[config.mk]
export PLATFORM = sky130hd
export DESIGN_NAME = sync_fifo_param
export DESIGN_NICKNAME = d
export VERILOG_FILES = /design/src/rtl/sync_fifo_param.sv
export SDC_FILE = /design/constraint.sdc
export NUM_CORES = 1
export LEC_CHECK = 0
export CAP_MARGIN = 20
export CORE_MARGIN = 1
export CORE_UTILIZATION = 57
export CTS_BUF_LIST = sky130_fd_sc_hd__clkbuf_4 sky130_fd_sc_hd__clkbuf_8
export CTS_CLUSTER_DIAMETER = 150
export DETAILED_ROUTE_END_ITERATION = 7
export HOLD_SLACK_MARGIN = 0.03
export MAX_ROUTING_LAYER = met4
export PLACE_DENSITY = 0.8
export SKIP_CTS_REPAIR_TIMING = 1
export SLEW_MARGIN = 0
export SYNTH_ARGS = -nofsm -noshare
export SYNTH_HDL_FRONTEND = slang
export SYNTH_SLANG_ARGS = --single-unit
[constraint.sdc]
create_clock -name clk -period 7.6 [get_ports clk]
set_input_delay 0.76 -clock clk [delete_from_list [all_inputs] [get_ports clk]]
set_output_delay 0.76 -clock clk [all_outputs]
set_load 0.1 [all_outputs]
[src/rtl/sync_fifo_param.sv]
// Single-clock parametrised FIFO with registered flags, programmable thresholds,
// sticky overflow/underflow errors and a selectable registered or FWFT read port.
module sync_fifo_param #(
   parameter int  DATA_WIDTH  = 8,
   parameter int  FIFO_DEPTH  = 16,
   parameter int  FIFO_AFULL  = FIFO_DEPTH - 2,
   parameter int  FIFO_AEMPTY = 2,
   parameter bit  FWFT        = 1'b0,
   localparam int ADDR_WIDTH  = $clog2(FIFO_DEPTH)
) (
   input  logic                  clk,
   input  logic                  rst_n,
   input  logic                  clr,
   input  logic                  wr_en,
   input  logic [DATA_WIDTH-1:0] wr_data,
   input  logic                  rd_en,
   output logic [DATA_WIDTH-1:0] rd_data,
   output logic                  rd_valid,
   output logic                  full,
   output logic                  empty,
   output logic                  afull,
   output logic                  aempty,
   output logic [ADDR_WIDTH:0]   level,
   output logic                  overflow,
   output logic                  underflow
);

   if ((FIFO_DEPTH < 4) || ((FIFO_DEPTH & (FIFO_DEPTH - 1)) != 0)) begin : g_bad_depth
      $error("sync_fifo_param: FIFO_DEPTH must be a power of two and at least 4");
   end
   if ((FIFO_AFULL < 1) || (FIFO_AFULL > FIFO_DEPTH)) begin : g_bad_afull
      $error("sync_fifo_param: FIFO_AFULL out of range 1..FIFO_DEPTH");
   end
   if ((FIFO_AEMPTY < 0) || (FIFO_AEMPTY > FIFO_DEPTH - 1)) begin : g_bad_aempty
      $error("sync_fifo_param: FIFO_AEMPTY out of range 0..FIFO_DEPTH-1");
   end

   localparam logic [ADDR_WIDTH:0] DEPTH_L  = FIFO_DEPTH[ADDR_WIDTH:0];
   localparam logic [ADDR_WIDTH:0] AFULL_L  = FIFO_AFULL[ADDR_WIDTH:0];
   localparam logic [ADDR_WIDTH:0] AEMPTY_L = FIFO_AEMPTY[ADDR_WIDTH:0];
   localparam logic [ADDR_WIDTH:0] ZERO_L   = '0;

   logic [DATA_WIDTH-1:0] mem [FIFO_DEPTH];
   logic [ADDR_WIDTH:0]   wr_ptr_reg, rd_ptr_reg, level_reg, level_next;
   logic                  full_reg, empty_reg, afull_reg, aempty_reg;
   logic                  overflow_reg, underflow_reg;
   logic                  wr_vld, rd_vld;

   // Acceptance uses this cycle's registered flags; clr blocks both sides.
   assign wr_vld = wr_en & ~full_reg & ~clr;
   assign rd_vld = rd_en & ~empty_reg & ~clr;

   always_comb begin
      level_next = level_reg;
      if (clr) begin
         level_next = '0;
      end else begin
         level_next = level_reg + (ZERO_L | wr_vld) - (ZERO_L | rd_vld);
      end
   end

   always_ff @(posedge clk or negedge rst_n) begin
      if (!rst_n) begin
         wr_ptr_reg    <= '0;
         rd_ptr_reg    <= '0;
         level_reg     <= '0;
         full_reg      <= 1'b0;
         empty_reg     <= 1'b1;
         afull_reg     <= 1'b0;
         aempty_reg    <= 1'b1;
         overflow_reg  <= 1'b0;
         underflow_reg <= 1'b0;
      end else begin
         wr_ptr_reg <= clr ? '0 : wr_ptr_reg + (ZERO_L | wr_vld);
         rd_ptr_reg <= clr ? '0 : rd_ptr_reg + (ZERO_L | rd_vld);
         level_reg  <= level_next;
         full_reg   <= (level_next == DEPTH_L);
         empty_reg  <= (level_next == ZERO_L);
         afull_reg  <= (level_next >= AFULL_L);
         aempty_reg <= (level_next <= AEMPTY_L);
         if (clr) begin
            overflow_reg  <= 1'b0;
            underflow_reg <= 1'b0;
         end else begin
            if (wr_en && full_reg)  overflow_reg  <= 1'b1;
            if (rd_en && empty_reg) underflow_reg <= 1'b1;
         end
      end
   end

   always_ff @(posedge clk) begin
      if (wr_vld) mem[wr_ptr_reg[ADDR_WIDTH-1:0]] <= wr_data;
   end

   if (FWFT) begin : g_fwft
      // Head word is shown whenever the FIFO holds data; zero while empty.
      assign rd_data  = empty_reg ? '0 : mem[rd_ptr_reg[ADDR_WIDTH-1:0]];
      assign rd_valid = ~empty_reg;
   end else begin : g_reg_read
      logic [DATA_WIDTH-1:0] rd_data_reg;
      logic                  rd_valid_reg;

      always_ff @(posedge clk or negedge rst_n) begin
         if (!rst_n) begin
            rd_data_reg  <= '0;
            rd_valid_reg <= 1'b0;
         end else begin
            rd_valid_reg <= rd_vld;
            if (rd_vld) rd_data_reg <= mem[rd_ptr_reg[ADDR_WIDTH-1:0]];
         end
      end

      assign rd_data  = rd_data_reg;
      assign rd_valid = rd_valid_reg;
   end

   assign full      = full_reg;
   assign empty     = empty_reg;
   assign afull     = afull_reg;
   assign aempty    = aempty_reg;
   assign level     = level_reg;
   assign overflow  = overflow_reg;
   assign underflow = underflow_reg;

endmodule

==> impl_metrics.tcl <==
set metrics [dict create \
    fmax_ghz 0.250 \
    grt_pass1_vias 3304 \
    die_h_um 107 \
    grt_pass1_wl_um 18100 \
    maxCapViolCount 0 \
    ys_types 38 \
    r2r_setup_slack_ps 4490 \
    ir_drop_uv 369 \
    synth_area_per_cell_sq_um 18.5 \
    root_buffer "clkbuf_8" \
    fin_tns_setup_ps 0 \
    place_congestion 0.822 \
    ys_ff_latch 156 \
    diodes 0 \
    leakagePower_nw 2.40 \
    syn-num-nets 360 \
    dp.cells 496 \
    grt_max_degree 38 \
    largest_reg_flops 128 \
    io_buffers 32 \
    synth_flop_cell "edfxtp_1" \
    synth_most_common_cell "edfxtp_1" \
    coreArea_sq_um 10500 \
    ff2ff_path_depth 9 \
    layout_min_cycle_time_ps 4000 \
    htreeDepth 4 \
    cts_tree "yes" \
    yosysTopAreaCell "edfxtp_1" \
    fin_cells 527 \
    finalCritPeriodShare 0.526 \
    synth-seq-area-share 0.726 \
    vias 3158 \
    power-per-cell-area_nw_per_um2 325 \
    cts_buffers 17 \
    synth_top_area_share 0.614 \
    cp.required_ps 7910 \
    worstMarginPinSlew_ps 1070 \
    path_cells "clkdlybuf4s50_1 > or3b_2 > nand2_1 > nand2_1 > ha_1 > fa_1 > a21o_1 > a21oi_1 > mux2_2 > a2111oi_0" \
    cts_sinks 156 \
    stdcell_area_sq_um 7130 \
    cp_max_fo 21 \
    rows 37 \
    async_reset_ff_frac 0.179 \
    syn2layout_area_growth_pct 13.8 \
    hold_violations 0 \
    r2r-start "empty" \
    hpwl_um 7420 \
    placed_area_sq_um 6710 \
    grt_setup_unrepaired "no" \
    num-nets-final 401 \
    routed_wl_um 11500 \
    netlist_area_sq_um 6260 \
    synth_common_cells "edfxtp_1, dfrtp_1, nor2_1" \
    dieArea_sq_um 11400 \
    grt_usage 0.233 \
    finClkSkew_ps 12.6 \
    antenna_found_initial 0 \
    whs_ps 510 \
    drt-initial-drc-count 276 \
    drc 0 \
    critPathMaxStageDelay_ps 780 \
    arrival_ps 4310 \
    relSlewSlack 0.284 \
    start_kind "primary input" \
    synth_warnings 0 \
    setup_viol 0 \
    via_per_inst 5.99 \
    initial_utilization 0.596 \
    reg2reg_to "aempty" \
    clkTransAtPathRegs_ps 80 \
    drive_gt1_frac 0.187 \
    grt_overflow 0 \
    io_pins 33 \
    synth_edf_count 128 \
    first_pass_iters 5 \
    hold_path_end "underflow" \
    syn_inst 338 \
    clock_latency_ps 440 \
    status "finished clean" \
    final_max_slew_viol_count 0 \
    cp_common_cell "nand2_1" \
    slowest_stage "clkdlybuf4s50_1" \
    worstSetupPathType "primary input to register" \
    end_kind "register" \
    whs_path_depth 2 \
    hold_path_class "register to register" \
    hp-start "underflow" \
    die_w_um 107 \
    synthTopCellsByArea "edfxtp_1, dfrtp_1, mux4_2" \
    wl_per_cell_um 21.9 \
    clock_path_buffers 2 \
    drtAntennaViolNets 0 \
]
## where the power goes
group | switching [mW] | leakage, nW | internal, mW | total, mW
combinational | 0.459 | 0.680 | 0.196 | 0.655
clock | 0.283 | 0.204 | 0.361 | 0.644
sequential | 0.0340 | 1.51 | 0.983 | 1.02
## cells in the final DEF, fill, tap and decap left out, types with 6 or more instances in the layout
cell type	instances
edfxtp_1	128
clkdlybuf4s50_1	32
dfrtp_1	25
nor2_1	23
mux4_2	20
clkbuf_8	17
nor2b_1	16
mux2_2	9
mux4_1	9
ha_1	8
mux2i_1	7
a22oi_1	7
o21ai_1	7
buf_4	7
inv_1	6
o21ai_0	6
## worst max-delay path, delay by kind of cell
kind	cells	cell delay [ps]
AND/OR/NAND/NOR	3	920
AO/OA/AOI/OAI	3	840
buffers and inverters	1	780
adder cells (fa/ha/maj)	2	610
multiplexers	1	400
## stage by stage
stage	worst slack (ps)	utilization	power, mW
floorplan	4340	-	1.53
global placement	3290	0.638	1.68
detailed placement	3200	0.638	1.69
CTS	3650	0.678	2.33
global route	3290	0.678	2.40
finish	3600	0.678	2.32
## cells by family (layout without fill, tap and decap cells)
logic type / Yosys count / after routing / share of synthesized area
flops: 156 / 156 / 0.726
mux: 45 / 45 / 0.137
fa+ha+maj: 9 / 9 / 0.0192
simple gates: 64 / 64 / 0.0535
buf+inv: 23 / 76 / 0.0194
xor+xnor: 8 / 8 / 0.0112
compound gates: 33 / 33 / 0.0336
## area by class of cell
class                      instances  area [sq um]
timing repair buffer              39           373
inverter                           6          22.5
clock inverter                    12           173
multi-input combinational        159          1590
clock buffer                      19           249
fill                             679          3380
tap                              136           170
sequential                       156          4550
## worst max-delay path by stage
| stage | startpoint | endpoint | slack [ps] | cells after the start |
|---|---|---|---|---|
| floorplan | clr | aempty | 4340 | 10 |
| detailed placement | clr | aempty | 3200 | 10 |
| global placement | clr | aempty | 3290 | 10 |
| CTS | clr | aempty | 3650 | 10 |
| global route | clr | aempty | 3290 | 10 |
| finish | clr | aempty | 3600 | 10 |
## per-layer routing
layer  wire length, um  share of wire  track usage
met1              4550           0.39        0.280
met3               679          0.059       0.0644
met2              6180           0.54        0.379
met4               133          0.012       0.0910
met5                 0              0            -
Note: power is estimated with default switching activity, not from simulation.
